`src/rtl/fetch_pkg.sv`:
```
// Shared fetch-sequencer types and constants, also used by next-PC logic and decode.
package fetch_pkg;

  localparam int unsigned PcWidth    = 64;
  localparam int unsigned InstrWidth = 32;

  // Any set bit under this mask in a committed PC marks it misaligned.
  localparam logic [1:0] AlignMask = 2'b11;

  typedef enum logic [1:0] {
    StReq   = 2'd0,
    StWait  = 2'd1,
    StValid = 2'd2,
    StFault = 2'd3
  } fetch_state_e;

endpackage

```
`src/rtl/retire_counter.sv`:
```
// Wrap-around counter with synchronous clear (priority) and count enable.
module retire_counter #(
  parameter int unsigned Width = 32
) (
  input  logic             clk_i,
  input  logic             clr_i,
  input  logic             en_i,
  output logic [Width-1:0] count_o
);

  logic [Width-1:0] count_q, count_d;

  always_comb begin
    count_d = count_q;
    if (en_i) begin
      count_d = count_q + Width'(1);
    end
  end

  always_ff @(posedge clk_i) begin
    if (clr_i) begin
      count_q <= '0;
    end else begin
      count_q <= count_d;
    end
  end

  assign count_o = count_q;

endmodule

```
`src/rtl/pc_fetch_unit.sv`:
```
// PC register and fetch sequencer: issues one fetch per instruction, holds it for
// decode until execute accepts, then commits the externally computed next PC.
module pc_fetch_unit
  import fetch_pkg::*;
#(
  parameter int unsigned PC_WIDTH    = PcWidth,
  parameter int unsigned INSTR_WIDTH = InstrWidth,
  parameter int unsigned CNT_WIDTH   = 32
) (
  input  logic                   CLK,
  input  logic                   Reset,
  input  logic [PC_WIDTH-1:0]    StartPC,
  input  logic [PC_WIDTH-1:0]    NextPC,
  input  logic                   InstrAccept,
  output logic                   IMemReqValid,
  input  logic                   IMemReqReady,
  output logic [PC_WIDTH-1:0]    IMemAddr,
  input  logic                   IMemRespValid,
  input  logic [INSTR_WIDTH-1:0] IMemRespData,
  output logic [PC_WIDTH-1:0]    CurrentPC,
  output logic [INSTR_WIDTH-1:0] Instruction,
  output logic                   InstrValid,
  output logic                   Fault,
  output logic [CNT_WIDTH-1:0]   RetireCount
);

  fetch_state_e           state_q, state_d;
  logic [PC_WIDTH-1:0]    pc_q, pc_d;
  logic [INSTR_WIDTH-1:0] instr_q, instr_d;
  logic                   retire;

  always_ff @(posedge CLK) begin
    if (Reset) begin
      state_q <= StReq;
      pc_q    <= StartPC;
      instr_q <= '0;
    end else begin
      state_q <= state_d;
      pc_q    <= pc_d;
      instr_q <= instr_d;
    end
  end

  always_comb begin
    state_d = state_q;
    pc_d    = pc_q;
    instr_d = instr_q;
    retire  = 1'b0;
    unique case (state_q)
      // Responses seen here predate the last reset and are dropped.
      StReq: begin
        if (IMemReqReady) begin
          state_d = StWait;
        end
      end
      StWait: begin
        if (IMemRespValid) begin
          instr_d = IMemRespData;
          state_d = StValid;
        end
      end
      StValid: begin
        if (InstrAccept) begin
          pc_d    = NextPC;
          retire  = 1'b1;
          state_d = ((NextPC[1:0] & AlignMask) != 2'b00) ? StFault : StReq;
        end
      end
      StFault: begin
        state_d = StFault;
      end
      default: begin
        state_d = StReq;
      end
    endcase
  end

  always_comb begin
    IMemReqValid = (state_q == StReq);
    InstrValid   = (state_q == StValid);
    Fault        = (state_q == StFault);
    IMemAddr     = pc_q;
    CurrentPC    = pc_q;
    Instruction  = instr_q;
  end

  retire_counter #(
    .Width (CNT_WIDTH)
  ) u_retire_counter (
    .clk_i   (CLK),
    .clr_i   (Reset),
    .en_i    (retire),
    .count_o (RetireCount)
  );

endmodule

```
`config.mk`:
```
export PLATFORM = sky130hd
export DESIGN_NAME = pc_fetch_unit
export DESIGN_NICKNAME = d
export VERILOG_FILES = /design/src/rtl/fetch_pkg.sv /design/src/rtl/retire_counter.sv /design/src/rtl/pc_fetch_unit.sv
export SDC_FILE = /design/constraint.sdc
export NUM_CORES = 1
export LEC_CHECK = 0
export BUFFER_PORTS_ARGS = -buffer_cell sky130_fd_sc_hd__buf_2
export CORE_AREA = 5 5 136 138
export DETAILED_ROUTE_END_ITERATION = 12
export DIE_AREA = 0 0 141 143
export PLACE_DENSITY = 0.77
export SYNTH_ARGS = -nofsm -noshare
export SYNTH_HDL_FRONTEND = slang
export SYNTH_SLANG_ARGS = --single-unit
```
`constraint.sdc`:
```
create_clock -name CLK -period 9.4 [get_ports CLK]
set_clock_uncertainty 0.2 [all_clocks]
set_input_delay 1.88 -clock CLK [delete_from_list [all_inputs] [get_ports CLK]]
set_output_delay 1.88 -clock CLK [all_outputs]
set_load 0.02 [all_outputs]
```
**Yosys cells after proc, flatten, opt, wreduce, memory -nomap -nowiden**

Cells that the tools add are included.

- Register bits after elaboration: 130
- Bits in latches: 0
- Memory bits (writable): 0
- Bits in read-only memories: 0
- Output and inout bits: 195
- Logic and storage cells: 28
- Memories kept: 0

- $add $sub $neg: 1
- Multiply operators: 0
- Div/mod/pow operators: 0
- Order comparisons: 0
- Equal/unequal tests: 6
- Shift-type cells: 0
- Muxes and demuxes: 10
- Bitwise logic cells: 0
- Reductions and logical operators: 7

Operators by type and width:

| kind | count |
|---|---|
| $mux 64 | 3 |
| $add 32x1->32 const B | 1 |
| $mux 2 | 4 |
| $pmux 2 s4 | 1 |
| $reduce_bool 2->1 | 3 |
| $eq 2x2->1 const B | 2 |
| $ne 2x2->1 const B | 2 |
| $reduce_and 2->1 | 2 |
| $reduce_and 3->1 | 1 |
| $eq 2x1->1 const B | 1 |
| $logic_not 2->1 | 1 |
| $mux 1 | 2 |
| $ne 2x1->1 const B | 1 |

**Logic depth before layout (Yosys ltp)**

- Word-level depth: 4
- Depth in mapped cells: 7

**Cells and area by module**

Synthesis repeated with hierarchy kept, for this count alone.

- Cells, all modules: 534
- Area total of the unflattened synthesis: 6,329.8 um^2

Modules (own cells, without submodules):

| module | times used | cells an instance | area an instance (um^2) | seq. area each (um^2) |
|---|---|---|---|---|
| pc_fetch_unit | 1 | 353 | 4,765.8 | 2,602.5 |
| retire_counter | 1 | 181 | 1,564.0 | 640.6 |

**Least setup slack after synthesis**

No wires, ideal clock.

- Path kind: in2reg
- Start: input Reset
- End: register pc_q[0], in the netlist CurrentPC[0], enable pin
- Arrival time: 4,126 ps
- Required time: 8,776 ps
- Path slack: 4,650 ps
- Stages on the path: 4
- Path through: clkbuf_1 clkbuf_1 clkbuf_1 or2b_1

- Cells in the longest elaborated chain, start to end: 2
- Elaborated cells between the ends (all ways): 3
- Classes of those cells: reduce/logical (3)

RTL lines:

| what | RTL line | text |
|---|---|---|
| start: declaration | pc_fetch_unit.sv:11 | `input logic Reset,` |
| $reduce_bool 2->1 (no line) | n/a |  |
| $reduce_and 2->1 (no line) * | n/a |  |
| end signal: assignment | pc_fetch_unit.sv:35 | `pc_q <= StartPC;` |
| end signal: assignment | pc_fetch_unit.sv:39 | `pc_q <= pc_d;` |
| end: declaration | pc_fetch_unit.sv:28 | `logic [PC_WIDTH-1:0] pc_q, pc_d;` |

Mark *: on every way between the ends. The rest lies on a longest branch, timed or not.
A chain may end at the register's enable or synchronous reset.

**Worst setup path after layout**

- Start: input Reset
- End: register pc_q[22], in the netlist CurrentPC[22], data pin

- Cells in the longest elaborated chain, start to end: 1

RTL lines:

| what | RTL line | text |
|---|---|---|
| $mux 64 | pc_fetch_unit.sv:33 | `if (Reset) begin` |

No other way between the ends.

==> impl_metrics.tcl <==
set metrics [dict create \
    cp_top_family "buffers and inverters" \
    finalHoldViolations 0 \
    async_reset_ff_frac 0 \
    ant_nets 0 \
    cts_resized 0 \
    worstPathCellList "buf_4 -> buf_4 -> mux2_2" \
    antenna_found_initial 1 \
    cp_slowest_cell "buf_4" \
    fillers 1590 \
    max_slew_margin 0.175 \
    start_util 0.346 \
    min_period_over_period 0.397 \
    clkLatencyLatePin_ns 0.41 \
    core_sq_um 17100 \
    cp_num_buf_inv 2 \
    fmax_mhz 268 \
    tightest_slew_ns 1.24 \
    reg2reg_slack_ns 6.97 \
    pwr-share-comb 0.136 \
    first_iter_violations 222 \
    cp-end-kind "register" \
    synthFlopType "dfxtp_1" \
    multi_input_area_sq_um 2050 \
    gr-total-overflow 0 \
    yosysWarnings 0 \
    p_clk_frac 0.442 \
    tns_ns 0 \
    routed_wl_microns 18000 \
    slew_violations 0 \
    grt_util_all_layers 0.169 \
    cts_tree "built" \
    die_w_microns 141 \
    period_needed_ns 3.73 \
    p_int_mw 1.14 \
    synth_seq_cells 130 \
    cap_viol_max_count 0 \
    die_h_microns 143 \
    postCtsSetupRepairBufs 0 \
    cp.required_ns 9.36 \
    gp_congestion 0.807 \
    sw_frac_of_total 0.258 \
    avgSynthCellArea_sq_um 11.0 \
    cts.sinks 130 \
    hpwl_microns 13900 \
    seq_area_sq_um 3240 \
    grt_pass1_vias 4926 \
    total_leakage_power_nw 3.55 \
    path_max_fanout 95 \
    synth-edff-count 64 \
    rows 48 \
    ys_types 34 \
    vias 5017 \
    yosysSeqAreaShare 0.549 \
    dieArea_sq_um 20200 \
    io_pins 360 \
    hold_class "register to register" \
    grt_pass1_wl_microns 26400 \
    path_clk_slew_ns 0.06 \
    syn_nets 703 \
    p_seq_frac 0.422 \
    syn_inst 537 \
    ir_drop_mv 0.109 \
    io_buffers 359 \
    htreeDepth 4 \
    rsz0062_at_grt "false" \
    area_growth_pct 35.9 \
    power_density_nw_per_um2 192 \
    drive_gt1_frac 0.552 \
    fin_nets 992 \
    finalSetupViolCount 0 \
    postCtsHoldBufs 0 \
    clockBufferDepth 2 \
    critPathArrivalTime_ns 3.69 \
    power_switching_mw 0.398 \
    vias_per_cell 4.71 \
    startpoint_type "primary input" \
    drt-pass1-iter-count 4 \
    grt_max_degree 96 \
    synth_area_sq_um 5910 \
    placedCellCount 1032 \
    root_buffer "clkbuf_16" \
    status "finished, final reports clean" \
    path_class "primary input to register" \
    path_common_cell "buf_4" \
    final_cells 1065 \
    cts_buffers 17 \
    fin_util 0.471 \
    drc 0 \
    cpPeakStageDelay_ns 0.88 \
    wl_per_cell_microns 16.9 \
]
## worst paths after layout
| check | depth (start not counted) | start | endpoint |
|---|---|---|---|
| setup / recovery | 3 | Reset | CurrentPC[22]$_DFFE_PP_ |
| hold / removal | 2 | Instruction[26]$_SDFFE_PP0P_ | Instruction[26]$_SDFFE_PP0P_ |
| setup reg to reg | 4 | state_q[1]$_SDFFE_PP0P_ | u_retire_counter.count_o[27]$_SDFFE_PP0P_ |
| hold reg to reg | 2 | Instruction[26]$_SDFFE_PP0P_ | Instruction[26]$_SDFFE_PP0P_ |
## Yosys cell counts, drive strengths merged, types with 5 or more instances
master / n / area (sq um)
edfxtp: 64 / 1920
buf: 68 / 505
o21ai: 11 / 55.1
or4: 12 / 93.8
clkbuf: 23 / 86.3
nand4: 7 / 43.8
or3: 9 / 56.3
mux2: 66 / 743
o31ai: 9 / 67.6
nand3: 9 / 45.0
inv: 6 / 22.5
xnor2: 6 / 52.6
a21oi: 56 / 280
and4: 5 / 43.8
nor2: 13 / 48.8
dfxtp: 66 / 1320
nand2: 80 / 300
## sequential cells by signal, indices dropped and copies added, names as in the netlist
register / count
u_retire_counter.count_o: 32
CurrentPC: 64
state_q: 2
Instruction: 32
## power groups by stage
stage,clock network [mW],logic [mW],registers [mW]
2_1_floorplan,0,0.108,0.693
3_3_place_gp,0,0.209,0.660
3_5_place_dp,0,0.212,0.661
4_1_cts,0.696,0.212,0.649
5_1_grt,0.726,0.223,0.653
6_report,0.681,0.209,0.649
## tightest hold or removal path: cells and delay by family (launching register included)
kind	cells	cell delay, ns
flops	1	0.30
simple gates	1	0.05
compound gates	1	0.05
## placed cells by master (no fill, tap or decap), types with 2 or more instances in the layout
cell type	instances
o21ai_0	11
clkbuf_16	18
nand3_1	9
and3_1	3
mux2_2	66
xnor2_1	6
nor3_1	3
nand4_1	7
clkbuf_8	3
inv_4	3
inv_1	6
nand2_1	80
and2_1	3
inv_6	2
nor2b_1	2
a21oi_1	56
buf_4	3
or4_1	11
buf_2	358
nor2_1	12
nor4_1	2
or3_1	9
edfxtp_1	64
o31ai_1	9
or4b_1	4
o41ai_1	4
clkinv_2	3
bufinv_16	2
dfxtp_1	66
and4_1	5
## metal layers
layer  up-vias  wire, microns  part of all wire  global-route usage
li1       2444              -                 -                   -
met1      2354           6740              0.37               0.183
met2       198           9570              0.53               0.311
met3        19           1480             0.082              0.0630
met4         2            231             0.013              0.0433
met5         -             11           0.00061                   0
## cells by family after synthesis
group                      count (synthesis)  synth area share
and+or+nand+nor                          155             0.133
DFF                                      130             0.549
buffers and inverters                     97             0.104
AOI/OAI and AO/OA                         81            0.0756
muxes                                     66             0.126
xor gates and xnor gates                   7            0.0104
adders and majority gates                  1           0.00212
## cell type report
| class | count | share of cell area |
|---|---|---|
| Multi-Input combinational cell | 310 | 0.256 |
| Antenna cell | 1 | 0.000312 |
| Clock buffer | 21 | 0.0612 |
| Clock inverter | 11 | 0.0150 |
| Inverter | 6 | 0.00281 |
| Sequential cell | 130 | 0.404 |
| Tap cell | 225 | 0.0351 |
| Timing Repair Buffer | 361 | 0.226 |
## metrics by stage
step	hold WS, ns	setup slack (ns)	power, mW	instance area (sq um)
after floorplan	0.335	4.65	0.801	5910
after global placement	0.239	5.27	0.869	7410
after detailed placement	0.244	5.23	0.873	7410
after CTS	0.252	5.67	1.56	8030
after global routing	0.272	5.59	1.60	8030
final	0.252	5.67	1.54	8030
(Power assumes the default switching activity.)
